### config.mk
export PLATFORM = sky130hd
export DESIGN_NAME = cva6_icache_tag_ctrl
export DESIGN_NICKNAME = d
export VERILOG_FILES = /design/src/rtl/cva6_icache_tag_pkg.sv /design/src/rtl/cva6_icache_victim_sel.sv /design/src/rtl/cva6_icache_tag_ctrl.sv
export SDC_FILE = /design/constraint.sdc
export NUM_CORES = 1
export LEC_CHECK = 0
export ABC_AREA = 1
export CAP_MARGIN = 20
export CELL_PAD_IN_SITES_DETAIL_PLACEMENT = 1
export CELL_PAD_IN_SITES_GLOBAL_PLACEMENT = 1
export CORE_ASPECT_RATIO = 1.2
export CORE_MARGIN = 8
export CORE_UTILIZATION = 25
export DETAILED_ROUTE_END_ITERATION = 8
export HOLD_SLACK_MARGIN = 0.15
export PLACE_DENSITY = 0.79
export SKIP_CTS_REPAIR_TIMING = 1
export SLEW_MARGIN = 10
export SYNTH_ARGS = -nofsm -noshare
export SYNTH_HDL_FRONTEND = slang
export SYNTH_SLANG_ARGS = --single-unit
### constraint.sdc
create_clock -name clk_i -period 2.9 [get_ports clk_i]
set_clock_uncertainty 0.05 [all_clocks]
set_input_delay 0.58 -clock clk_i [delete_from_list [all_inputs] [get_ports clk_i]]
set_output_delay 0.58 -clock clk_i [all_outputs]
set_load 0.02 [all_outputs]
### src/rtl/cva6_icache_tag_pkg.sv
// Shared types and helpers for the instruction-cache tag controller.
// Holds the tag word layout, the sequencer states and the victim-select function.
package cva6_icache_tag_pkg;

  localparam int unsigned MaxTagWidth = 64;
  localparam int unsigned MaxWays     = 32;

  typedef struct packed {
    logic                   valid;
    logic [MaxTagWidth-1:0] tag;
  } tag_word_t;

  typedef enum logic [1:0] {
    ST_INIT,
    ST_FLUSH,
    ST_IDLE
  } state_e;

  // Lowest invalid way wins; unused upper bits of way_valid must be tied high.
  function automatic int unsigned victim_index(input logic [MaxWays-1:0] way_valid,
                                               input int unsigned        rr_idx);
    int unsigned idx;
    idx = rr_idx;
    for (int i = MaxWays - 1; i >= 0; i--) begin
      if (!way_valid[i]) idx = i;
    end
    return idx;
  endfunction

endpackage

### src/rtl/cva6_icache_victim_sel.sv
// Refill victim selection: lowest invalid way, else round-robin pointer.
// The choice is captured at each lookup response and held until the next one.
module cva6_icache_victim_sel
  import cva6_icache_tag_pkg::*;
#(
  parameter int unsigned WayCount = 4
) (
  input  logic                clk_i,
  input  logic                rst_ni,
  input  logic                rfl_gnt_i,
  input  logic                rsp_valid_i,
  input  logic [WayCount-1:0] way_valid_i,
  output logic [WayCount-1:0] victim_way_o
);

  localparam int unsigned RrWidth = $clog2(WayCount);

  logic [RrWidth-1:0]  rr_d, rr_q;
  logic [WayCount-1:0] victim_d, victim_q;
  logic [MaxWays-1:0]  valid_ext;
  int unsigned         sel_idx;

  // NOTE: every signal gets a default at the top of always_comb so no path leaves it unassigned (no latch).
  always_comb begin
    rr_d      = rr_q;
    victim_d  = victim_q;
    valid_ext = '1;
    valid_ext[WayCount-1:0] = way_valid_i;
    sel_idx   = victim_index(valid_ext, int'(rr_q));

    if (rfl_gnt_i) begin
      rr_d = (rr_q == RrWidth'(WayCount - 1)) ? '0 : rr_q + RrWidth'(1);
    end
    if (rsp_valid_i) begin
      victim_d = WayCount'(1) << sel_idx;
    end
  end

  // NOTE: flops use non-blocking assignments so all registers update together at the edge.
  always_ff @(posedge clk_i or negedge rst_ni) begin
    if (!rst_ni) begin
      rr_q     <= '0;
      victim_q <= WayCount'(1);
    end else begin
      rr_q     <= rr_d;
      victim_q <= victim_d;
    end
  end

  assign victim_way_o = victim_q;

endmodule

### src/rtl/cva6_icache_tag_ctrl.sv
// Tag SRAM sequencer/arbiter: post-reset invalidation sweep, flush > refill > lookup
// arbitration of the shared tag port, and one-cycle-later hit compare.
module cva6_icache_tag_ctrl
  import cva6_icache_tag_pkg::*;
#(
  parameter  int unsigned NumSets  = 256,
  parameter  int unsigned WayCount = 4,
  parameter  int unsigned TagWidth = 44,
  localparam int unsigned SetWidth = $clog2(NumSets)
) (
  input  logic                             clk_i,
  input  logic                             rst_ni,
  input  logic                             flush_i,
  output logic                             flush_busy_o,
  input  logic                             lkp_req_i,
  output logic                             lkp_gnt_o,
  input  logic [SetWidth-1:0]              lkp_set_i,
  input  logic [TagWidth-1:0]              lkp_tag_i,
  output logic                             lkp_rvalid_o,
  output logic                             lkp_hit_o,
  output logic [WayCount-1:0]              lkp_hit_way_o,
  output logic                             lkp_multi_hit_o,
  output logic [WayCount-1:0]              victim_way_o,
  input  logic                             rfl_req_i,
  output logic                             rfl_gnt_o,
  input  logic [SetWidth-1:0]              rfl_set_i,
  input  logic [TagWidth-1:0]              rfl_tag_i,
  input  logic [WayCount-1:0]              rfl_way_i,
  output logic [WayCount-1:0]              tag_req_o,
  output logic                             tag_we_o,
  output logic [SetWidth-1:0]              tag_addr_o,
  output logic [TagWidth:0]                tag_wdata_o,
  input  logic [WayCount*(TagWidth+1)-1:0] tag_rdata_i
);

  localparam int unsigned WordWidth = TagWidth + 1;
  localparam int unsigned CntWidth  = $clog2(WayCount + 1);

  state_e              state_d, state_q;
  logic [SetWidth-1:0] cnt_d, cnt_q;
  logic                lkp_pend_d, lkp_pend_q;
  logic [TagWidth-1:0] lkp_tag_d, lkp_tag_q;

  tag_word_t           rd_word [WayCount];
  logic [WayCount-1:0] hit, way_valid;
  logic [CntWidth-1:0] hit_cnt;

  always_comb begin
    state_d     = state_q;
    cnt_d       = cnt_q;
    lkp_pend_d  = 1'b0;
    lkp_tag_d   = lkp_tag_q;
    lkp_gnt_o   = 1'b0;
    rfl_gnt_o   = 1'b0;
    tag_req_o   = '0;
    tag_we_o    = 1'b0;
    tag_addr_o  = '0;
    tag_wdata_o = '0;

    unique case (state_q)
      ST_INIT: begin
        state_d = ST_FLUSH;
        cnt_d   = '0;
      end
      ST_FLUSH: begin
        tag_req_o  = '1;
        tag_we_o   = 1'b1;
        tag_addr_o = cnt_q;
        cnt_d      = cnt_q + SetWidth'(1);
        if (cnt_q == SetWidth'(NumSets - 1)) begin
          state_d = ST_IDLE;
          cnt_d   = '0;
        end
      end
      ST_IDLE: begin
        if (flush_i) begin
          state_d = ST_FLUSH;
          cnt_d   = '0;
        end else if (rfl_req_i) begin
          rfl_gnt_o   = 1'b1;
          tag_req_o   = rfl_way_i;
          tag_we_o    = 1'b1;
          tag_addr_o  = rfl_set_i;
          tag_wdata_o = {1'b1, rfl_tag_i};
        end else if (lkp_req_i) begin
          lkp_gnt_o  = 1'b1;
          tag_req_o  = '1;
          tag_addr_o = lkp_set_i;
          lkp_pend_d = 1'b1;
          lkp_tag_d  = lkp_tag_i;
        end
      end
      default: state_d = ST_INIT;
    endcase
  end

  always_ff @(posedge clk_i or negedge rst_ni) begin
    if (!rst_ni) begin
      state_q    <= ST_INIT;
      cnt_q      <= '0;
      lkp_pend_q <= 1'b0;
      lkp_tag_q  <= '0;
    end else begin
      state_q    <= state_d;
      cnt_q      <= cnt_d;
      lkp_pend_q <= lkp_pend_d;
      lkp_tag_q  <= lkp_tag_d;
    end
  end

  // Read data belongs to the lookup granted last cycle; compare against its saved tag.
  always_comb begin
    rd_word   = '{default: '0};
    hit       = '0;
    way_valid = '0;
    hit_cnt   = '0;
    for (int w = 0; w < WayCount; w++) begin
      rd_word[w].valid = tag_rdata_i[w*WordWidth + TagWidth];
      rd_word[w].tag   = MaxTagWidth'(tag_rdata_i[w*WordWidth +: TagWidth]);
      way_valid[w]     = rd_word[w].valid;
      hit[w]           = rd_word[w].valid && (rd_word[w].tag == MaxTagWidth'(lkp_tag_q));
      hit_cnt          = hit_cnt + CntWidth'(hit[w]);
    end
  end

  assign flush_busy_o    = (state_q != ST_IDLE);
  assign lkp_rvalid_o    = lkp_pend_q;
  assign lkp_hit_o       = lkp_pend_q && (|hit);
  assign lkp_hit_way_o   = lkp_pend_q ? hit : '0;
  assign lkp_multi_hit_o = lkp_pend_q && (hit_cnt > CntWidth'(1));

  cva6_icache_victim_sel #(
    .WayCount(WayCount)
  ) u_victim_sel (
    .clk_i       (clk_i),
    .rst_ni      (rst_ni),
    .rfl_gnt_i   (rfl_gnt_o),
    .rsp_valid_i (lkp_pend_q),
    .way_valid_i (way_valid),
    .victim_way_o(victim_way_o)
  );

endmodule

==> flow_summary_export.csv <==
group,metric,value,unit
logic_synthesis,synthTopCellsByArea,"nand2_1, dfrtp_1, inv_1",
worst_setup_path,worstPathBufferInverterCount,3,
worst_setup_path,reg2reg_from,"state_q[0]",
power,p_per_area,716,nW/µm²
finish,final_core_util,49.4,%
die,start_util,25.4,%
finish,syn_to_final_growth,94.7,%
die,dieHeight,195,µm
power,power,9.26,mW
global_route,grt.total_usage,27.4,%
drt,post_drt_wl_per_cell,21.2,µm
sta,rsz0062_at_grt,"yes",
worst_setup_path,crit_type,"reg2out",
cts,clkTransAtPathRegs,0.07,ns
worst_setup_path,cp-start-kind,"flop",
die,core.rowCount,65,
global_route,grt_max_degree,50,
sta,hold_viol,0,
sta,worstMarginPinSlew,0.702,ns
cts,cts_root_buf,"clkbuf_16",
outcome,status,"complete, but fails checks",
finish,design_area,12900,µm²
finish,final_layout_size_suffix_gt1_share,20.6,%
drt,viasPerCell,4.69,
drt,drt-initial-drc-count,339,
drt,drc_errors,0,
worst_setup_path,reg2reg_to,"lkp_tag_q[11]",
worst_setup_path,regToRegSetupSlack,0.68,ns
worst_setup_path,crit_fanout,3,
die,die-area,32100,µm²
sta,fmax,306,MHz
drt,vias,9911,
finish,final_nets,2067,
worst_setup_path,slowest_stage,"dfrtp_1",
outcome,violations,"setup timing",
logic_synthesis,synth_nets,1516,
drt,dr.pass1.iters,5,
die,coreArea,26200,µm²
worst_setup_path,crit_chain,"buf_4, nand2_1, nand4_1, nor2_1, nand2_2, nor2_4, nand2_4, nor2_4, inv_2, ha_4, ha_4, nand4_1, nand3_2, buf_6",
cts,clk_path_buf_depth,2,
logic_synthesis,synth_cells,1214,
global_route,grt_overflow,0,
sta,fin_crit,3.27,ns
logic_synthesis,syn_area_per_cell,5.47,µm²
logic_synthesis,async_reset_ff_share,100,%
logic_synthesis,ys_ff_latch,61,
cts,clock-sinks,61,
worst_setup_path,arrival,2.64,ns
cts,numCtsBuffers,9,
cts,clkLatencyLatePin,0.36,ns
sta,final.setup.worst_slack,-0.366,ns
sta,finalSetupViolCount,4,
drt,ant_nets,0,
place,dpl.hpwl,39200,µm
global_route,antenna_found_initial,10,
run,drv_cap,0,
worst_setup_path,slowest_delay,0.43,ns
logic_synthesis,synth_common_cells,"nand2_1, inv_1, nor2_1",
logic_synthesis,ys_seq_area_share,23.0,%
logic_synthesis,syn_area,6650,µm²
logic_synthesis,synth.most_common_cell,"nand2_1",
worst_setup_path,crit_path_end_kind,"output port",
sta,slew_viol_final,0,
place,placed_area,12100,µm²
die,design.portCount,365,
sta,slew_headroom,53.2,%
global_route,grt_pass1_wl,64800,µm
logic_synthesis,yosysTopAreaCell,"nand2_1",
logic_synthesis,synthDistinctLibCells,32,
sta,fin_crit_sh,113,%
worst_setup_path,ff2ff_path_depth,10,
die,die_x,165,µm
logic_synthesis,synth_ff_type,"dfrtp_1",
worst_hold_path,min_path_type,"in2async",
sta,whs,0.218,ns
cts,cts_tree,"built",
place,dpl.cell_count,2088,
place,portBuffers,364,
worst_setup_path,crit_required,2.27,ns
drt,postRouteWirelength,44900,µm
cts,htreeDepth,3,
power,vdd_drop_max,0.353,mV
logic_synthesis,synth_edf_count,0,
logic_synthesis,synth_top_area_share,25.7,%
logic_synthesis,yosys_warnings,0,
global_route,grt_pass1_vias,11100,
place,gp_congestion,0.928,
power,leakagePower,7.82,nW
finish,finalNonFillerCells,2114,
worst_setup_path,cp_top_family,"simple AND/OR/NAND/NOR gates",
finish,num-fill-cells,3485,
## layer usage
layer | share of wire (%) | global-route usage, % | vias up | routed length (µm)
met1 | 36 | 27.6 | 4643 | 16300
met3 | 7.0 | 7.19 | 108 | 3130
met5 | 0.025 | 0 | - | 11
met4 | 6.8 | 17.5 | 2 | 3070
li1 | - | - | 4785 | -
met2 | 50 | 48.6 | 373 | 22400
## kinds of logic (layout without fill, tap and decap cells)
logic type	Yosys count	count (layout)	share of synthesized area, %
buf+inv	266	822	15.9
xor+xnor	41	41	5.40
compound gates	92	92	7.34
simple gates	745	745	46.7
flops	61	61	23.0
other cells	0	9	0
fa+ha+maj	9	9	1.69
## where the power goes
| group | internal, mW | switching (mW) |
|---|---|---|
| combinational | 2.91 | 3.45 |
| sequential | 1.25 | 0.489 |
| clock | 0.671 | 0.497 |
## area by class of cell
type | count | area, µm² | area share (%)
Antenna cell | 9 | 22.5 | 0.174
Clock buffer | 9 | 225 | 1.74
Clock inverter | 7 | 75.1 | 0.580
Inverter | 242 | 911 | 7.04
Multi-Input combinational cell | 887 | 4310 | 33.3
Sequential cell | 61 | 1530 | 11.9
Tap cell | 335 | 419 | 3.24
Timing Repair Buffer | 564 | 5440 | 42.0
## state kept, by name, indices dropped and copies added, names as in the netlist
name,cells
cnt_q,8
lkp_rvalid_o,1
lkp_tag_q,44
state_q,2
u_victim_sel.rr_q,2
u_victim_sel.victim_way_o,4
## layout by cell type, fill, tap and decap left out, types with 10 or more instances in the layout
master / netlist / layout
nor2_2: 6 / 16
dfrtp_1: 60 / 55
inv_2: 32 / 36
nand2_1: 455 / 433
nand2_2: 2 / 23
clkdlybuf4s50_1: 0 / 235
nand3_1: 31 / 29
nor3_1: 14 / 10
nor2_1: 159 / 142
or2_2: 20 / 20
xnor2_1: 28 / 25
xor2_1: 13 / 11
buf_4: 8 / 206
dlymetal6s2s_1: 0 / 113
nand4_1: 47 / 47
nor2_4: 4 / 11
inv_1: 207 / 202
o21ai_0: 63 / 60
## worst reg2reg max path, cell delays in order, from the launching register on
cell and delay (ns):
dfrtp_1 0.40, inv_2 0.07, ha_2 0.18, inv_2 0.05, nor2_4 0.11, nand3_1 0.16, inv_4 0.16, buf_4 0.19
buf_4 0.44, nand2_1 0.16, o21ai_0 0.13
## how the worst max path moves through the flow
| stage | from | cells after the start | slack, ns | to |
|---|---|---|---|---|
| after CTS | tag_rdata_i[65] | 15 | -1.32 | lkp_multi_hit_o |
| after detailed placement | tag_rdata_i[65] | 15 | -1.31 | lkp_multi_hit_o |
| after global routing | tag_rdata_i[86] | 13 | -0.46 | lkp_multi_hit_o |
| final | lkp_tag_q[37] | 14 | -0.37 | lkp_multi_hit_o |
| after global placement | tag_rdata_i[65] | 15 | -1.23 | lkp_multi_hit_o |
| after floorplan | tag_rdata_i[76] | 11 | 0.29 | lkp_multi_hit_o |
## metrics by stage
step                setup WS [ns]  TNS [ns]
floorplan                   0.290         0
global placement            -1.23    -12.44
detailed placement          -1.31    -13.01
CTS                         -1.32    -15.02
global route               -0.460     -1.02
finish                     -0.366    -0.641
Note: power is estimated with default switching activity, not from simulation.
